**src/rtl/hazard_scoreboard.sv**
```systemverilog
// hazard_scoreboard
//   Pipeline hazard/stall unit for the EV22 core. Every instruction leaving
//   decode is tracked through a DEPTH-entry in-flight scoreboard. The unit
//   raises a combinational hold on WR, carry, register, jump and memory-read
//   hazards, and inserts a bubble into the scoreboard whenever it holds.
//
//   Optional feature macro: HAZARD_FWD_EN
//     defined   - a register match found only in the oldest slot is forwarded
//                 (no hold, fwd_hit=1)
//     undefined - every register match holds, fwd_hit tied 0
//
// Ports
//   clk         in   rising-edge clock
//   rst_n       in   asynchronous active-low reset
//   issue_valid in   decode holds a valid instruction
//   issue_type  in   [0]WR_rd [1]WR_wr [2]R_rd [3]R_wr [4]C_rd [5]C_wr [6]Jump
//   issue_src   in   source register select
//   issue_dst   in   destination register select
//   issue_mr    in   decode instruction reads memory
//   flush       in   kill decode instruction and all in-flight entries
//   hold        out  stall decode (combinational)
//   fwd_hit     out  R operand forwarded from the writeback slot
//   inflight    out  valid bit per slot, bit 0 = youngest
//   stall_cnt   out  saturating count of hold cycles
module hazard_scoreboard #(
    parameter int REG_W    = 5,
    parameter int DEPTH    = 3,
    parameter int MEM_WAIT = 2
) (
    input  logic             clk,
    input  logic             rst_n,
    input  logic             issue_valid,
    input  logic [6:0]       issue_type,
    input  logic [REG_W-1:0] issue_src,
    input  logic [REG_W-1:0] issue_dst,
    input  logic             issue_mr,
    input  logic             flush,
    output logic             hold,
    output logic             fwd_hit,
    output logic [DEPTH-1:0] inflight,
    output logic [15:0]      stall_cnt
);

    localparam int MW = (MEM_WAIT > 0) ? $clog2(MEM_WAIT + 1) : 1;

    // Only the writer bits of a tracked instruction can create a later
    // hazard, so each slot keeps {C_write, R_write, WR_write} plus dst.
    logic             slot_valid_reg [DEPTH];
    logic [2:0]       slot_wmask_reg [DEPTH];
    logic [REG_W-1:0] slot_dst_reg   [DEPTH];

    logic [MW-1:0]    mem_cnt_reg;
    logic [15:0]      stall_cnt_reg;

    logic [DEPTH-1:0] any_v;
    logic [DEPTH-1:0] wr_w;
    logic [DEPTH-1:0] c_w;
    logic [DEPTH-1:0] r_match;
    logic             reg_hz;
    logic             hz;
    logic             accept;

    // Per-slot hazard terms
    for (genvar gi = 0; gi < DEPTH; gi++) begin : g_match
        assign any_v[gi]   = slot_valid_reg[gi];
        assign wr_w[gi]    = slot_valid_reg[gi] && slot_wmask_reg[gi][0];
        assign c_w[gi]     = slot_valid_reg[gi] && slot_wmask_reg[gi][2];
        assign r_match[gi] = slot_valid_reg[gi] && slot_wmask_reg[gi][1]
                             && (slot_dst_reg[gi] == issue_src);
        assign inflight[gi] = slot_valid_reg[gi];
    end

`ifdef HAZARD_FWD_EN
    logic r_young;
    logic fwd_cand;

    // A producer in the oldest slot is at writeback and can be bypassed,
    // but only if no younger producer of the same register exists.
    assign r_young  = |r_match[DEPTH-2:0];
    assign reg_hz   = issue_type[2] && r_young;
    assign fwd_cand = issue_type[2] && r_match[DEPTH-1] && !r_young;
    assign fwd_hit  = accept && fwd_cand;
`else
    assign reg_hz  = issue_type[2] && (|r_match);
    assign fwd_hit = 1'b0;
`endif

    assign hz = (issue_type[6] && (|any_v))
             || (issue_type[0] && (|wr_w))
             || (issue_type[4] && (|c_w))
             || reg_hz
             || (issue_mr && (|wr_w));

    assign hold   = !flush && ((issue_valid && hz) || (mem_cnt_reg != '0));
    assign accept = issue_valid && !hold && !flush;

    // Scoreboard shift: slot 0 takes the accepted instruction or a bubble.
    for (genvar gi = 0; gi < DEPTH; gi++) begin : g_slot
        if (gi == 0) begin : g_head
            always_ff @(posedge clk or negedge rst_n) begin
                if (!rst_n) begin
                    slot_valid_reg[gi] <= 1'b0;
                    slot_wmask_reg[gi] <= '0;
                    slot_dst_reg[gi]   <= '0;
                end else begin
                    slot_valid_reg[gi] <= accept;
                    slot_wmask_reg[gi] <= {issue_type[5], issue_type[3], issue_type[1]};
                    slot_dst_reg[gi]   <= issue_dst;
                end
            end
        end else begin : g_tail
            always_ff @(posedge clk or negedge rst_n) begin
                if (!rst_n) begin
                    slot_valid_reg[gi] <= 1'b0;
                    slot_wmask_reg[gi] <= '0;
                    slot_dst_reg[gi]   <= '0;
                end else begin
                    slot_valid_reg[gi] <= slot_valid_reg[gi-1] && !flush;
                    slot_wmask_reg[gi] <= slot_wmask_reg[gi-1];
                    slot_dst_reg[gi]   <= slot_dst_reg[gi-1];
                end
            end
        end
    end

    // Memory-wait counter; flush wins over a load.
    always_ff @(posedge clk or negedge rst_n) begin
        if (!rst_n) begin
            mem_cnt_reg <= '0;
        end else if (flush) begin
            mem_cnt_reg <= '0;
        end else if (accept && issue_mr) begin
            mem_cnt_reg <= MW'(MEM_WAIT);
        end else if (mem_cnt_reg != '0) begin
            mem_cnt_reg <= mem_cnt_reg - MW'(1);
        end
    end

    always_ff @(posedge clk or negedge rst_n) begin
        if (!rst_n) begin
            stall_cnt_reg <= '0;
        end else if (hold && (stall_cnt_reg != 16'hFFFF)) begin
            stall_cnt_reg <= stall_cnt_reg + 16'd1;
        end
    end

    assign stall_cnt = stall_cnt_reg;

endmodule
```
**config.mk**
```make
export PLATFORM = sky130hd
export DESIGN_NAME = hazard_scoreboard
export DESIGN_NICKNAME = d
export VERILOG_FILES = /design/src/rtl/hazard_scoreboard.sv
export SDC_FILE = /design/constraint.sdc
export NUM_CORES = 1
export LEC_CHECK = 0
export CORE_ASPECT_RATIO = 0.8
export CORE_MARGIN = 2
export CORE_UTILIZATION = 49
export CTS_CLUSTER_DIAMETER = 60
export DETAILED_ROUTE_END_ITERATION = 6
export HOLD_SLACK_MARGIN = 0.05
export PLACE_DENSITY = 0.78
export REMOVE_ABC_BUFFERS = 1
export SYNTH_ARGS = -nofsm -noshare
export SYNTH_HDL_FRONTEND = slang
export SYNTH_SLANG_ARGS = --single-unit
```
**constraint.sdc**
```tcl
create_clock -name clk -period 2.64 [get_ports clk]
set_input_delay 0.528 -clock clk [delete_from_list [all_inputs] [get_ports clk]]
set_output_delay 0.528 -clock clk [all_outputs]
set_load 0.005 [all_outputs]
```
==> metrics.md <==
| Metric | Value |
|---|---|
| Total GRT Usage | `20.2%` |
| Int Pwr | `1400 uW` |
| Die W | `73.4 um` |
| Status | `completed` |
| Power share of the clock group | `27.3%` |
| Htree depth | `2` |
| Initial antenna violation count | `0` |
| Crit share post-route | `96.1%` |
| Grt ovf | `0` |
| Top post-synthesis cells by count | `dfrtp_1, xnor2_1, xor2_1` |
| Max Fanout on Critical Path | `10` |
| Type of origin of the critical path | `register` |
| Total Power | `1970 uW` |
| Ys async rst share | `100%` |
| Vias per cell | `5.34` |
| Synthesis-stage register bit count | `45` |
| Max IR drop VDD | `0.568 mV` |
| Die area | `4370 sq um` |
| Placed Cells | `239` |
| Cell variety after synth | `32` |
| RR Endpoint | `stall_cnt[10]$_DFFE_PN0P_` |
| Top_reg_cell synth | `dfrtp_1` |
| CTS Root Cell | `clkbuf_8` |
| Seq/Total Area, Yosys | `59.6%` |
| Kind of critical path | `reg2reg` |
| Class of the worst hold path | `in2async` |
| Final setup violation count | `0` |
| CTS Hold Buffers Added | `0` |
| Critical Path Sink Type | `register` |
| Routed len/inst | `16.3 um` |
| # IOs | `43` |
| Synth warn | `0` |
| Post-Route Skew | `0.0110 ns` |
| Area growth syn-to-layout | `34.4%` |
| Starting Density | `50.3%` |
| CTS tree | `yes` |
| Total CTS buffers | `5` |
| Initial DRC count | `85` |
| First-pass detailed-route iteration total | `4` |
| Comb pwr share | `29.1%` |
| Post-Syn Area per Cell | `12.8 sq um` |
| Row count | `20` |
| First-pass GRT wire length | `6470 um` |
| Reg2reg setup slack | `0.10 ns` |
| Number of flops mapped to enable cells by yosys | `0` |
| Syn Inst Count | `148` |
| DR DRC count | `0` |
| Max clock buf depth | `2` |
| Synth top area cells | `dfrtp_1, xnor2_1, xor2_1` |
| P_leak | `0.00113 uW` |
| Slew Limit Fails | `0` |
| Die height | `59.5 um` |
| Arrival @ worst endpoint | `2.71 ns` |
| Synth area leader | `dfrtp_1` |
| Largest net degree at the start of global routing | `46` |
| GPL Wtd Cong | `0.806` |
| Layout cells sized above 1 | `15.0%` |
| Sw Ratio | `29.0%` |
| Switching power | `570 uW` |
| Non-filler cells in the finished layout | `250` |
| Highest Clock Rate | `394 MHz` |
| Critical R2R Launch | `inflight[0]$_DFF_PN0_` |
| Area share of the largest cell type after synthesis | `59.6%` |
| Max transition margin | `35.5%` |
| Reg2Reg Depth | `10` |
| ANT nets after route | `0` |
| Final #Nets | `229` |
| Post-DP HPWL | `2790 um` |
| Max reg flops | `16` |
| Core Region | `3750 sq um` |
| Worst-margin pin slew | `0.968 ns` |
| I/O Buffers | `41` |
| Worst skew pair latency | `0.30 ns` |
| Cell Area, Synth | `1890 sq um` |
| Most common cell in the netlist | `dfrtp_1` |
| Max_cap viols | `0` |
| Setup TNS | `0 ns` |
| Clk pin slew, worst setup/hold paths | `0.09 ns` |
| Ant diodes | `0` |
| Post-layout min period | `2.54 ns` |
| Total wire length | `4080 um` |
| Power per Cell Area | `775 nW/um^2` |
| Final hold vios | `0` |
| Clock Sinks | `45` |
| CP required | `2.81 ns` |
| Vias in the first global route | `1424` |
| Seq pwr share | `43.6%` |
| Total number of vias | `1335` |
==> layout make-up <==
cell class                 count  area [sq um]
fill                         284          1220
sequential                    45          1130
multi-input combinational     98           747
timing repair buffer          52           477
clock buffer                   6          82.6
tap                           44          55.1
clock inverter                 2          37.5
inverter                       3          11.3
==> cell families after synthesis <==
logic type      after synthesis  synth area share, %
simple gates                 55                 17.9
fa+ha+maj                     2                 1.33
other cells                   1                0.199
xor+xnor                     30                 13.9
compound gates                9                 4.84
flops                        45                 59.6
buf+inv                       5                 1.59
mux                           1                0.596
==> metal layers <==
layer / vias to the layer above / global-route usage [%] / wire length [um]
li1: 629 / - / -
met1: 669 / 25.0 / 1780
met2: 33 / 34.2 / 2060
met3: 4 / 7.48 / 201
met4: 0 / 4.68 / 34
met5: - / 0 / 0
==> worst max-delay path, stage by stage (launching register included) <==
cell and delay [ns]:
dfrtp_2 0.45, a222oi_1 0.34, o21bai_2 0.19, o2111ai_2 0.16, buf_4 0.17, buf_4 0.12
buf_4 0.13, nor4b_4 0.36, buf_4 0.26, nor3b_1 0.08, xor2_1 0.15
==> placed cells by master (no fill, tap or decap), types with 2 or more instances in the layout <==
cell type        count
ha_1                 2
and3_1               5
nor2b_1              5
nand2b_1             3
nor3b_1              3
nand2_1              6
nand4_1              7
buf_4               11
nand3_1              7
nor3_2               3
inv_1                3
clkdlybuf4s50_1     34
nor3_1               4
clkbuf_8             6
dlygate4sd2_1        5
xor2_1              15
nor2_1               6
a222oi_1             2
xnor2_1             15
dfrtp_1             44
==> worst max path at each step <==
stage	startpoint	to	slack (ns)	cells past startpoint
after floorplan	inflight[0]$_DFF_PN0_	stall_cnt[1]$_DFFE_PN0P_	0.46	6
after global placement	issue_src[1]	hold	-0.38	8
after detailed placement	issue_src[1]	hold	-0.45	8
after CTS	inflight[0]$_DFF_PN0_	hold	0.02	7
after global routing	inflight[0]$_DFF_PN0_	stall_cnt[11]$_DFFE_PN0P_	-0.01	10
final	inflight[0]$_DFF_PN0_	stall_cnt[10]$_DFFE_PN0P_	0.10	10
==> what timing repair did <==
action	in CTS	in global routing
gates resized for setup	10	2
setup endpoints to repair	1	1
pin swaps	2	2
setup buffers	1	2
==> power groups by stage <==
stage | logic, uW | registers [uW] | clock network (uW)
after detailed placement | 551 | 869 | 0
after global routing | 627 | 871 | 585
final | 571 | 858 | 536
after CTS | 559 | 856 | 552
after global placement | 525 | 863 | 0
after floorplan | 278 | 852 | 0
==> through the flow <==
step / hold slack [ns] / instance area [sq um] / utilization (%) / setup slack (ns)
2_1_floorplan: 0.232 / 1870 / - / 0.463
3_3_place_gp: 0.359 / 2390 / 63.7 / -0.383
3_5_place_dp: 0.366 / 2390 / 63.7 / -0.454
4_1_cts: 0.385 / 2530 / 67.3 / 0.0177
5_1_grt: 0.393 / 2540 / 67.6 / -0.0121
6_report: 0.383 / 2540 / 67.6 / 0.104
(Power assumes the default switching activity.)
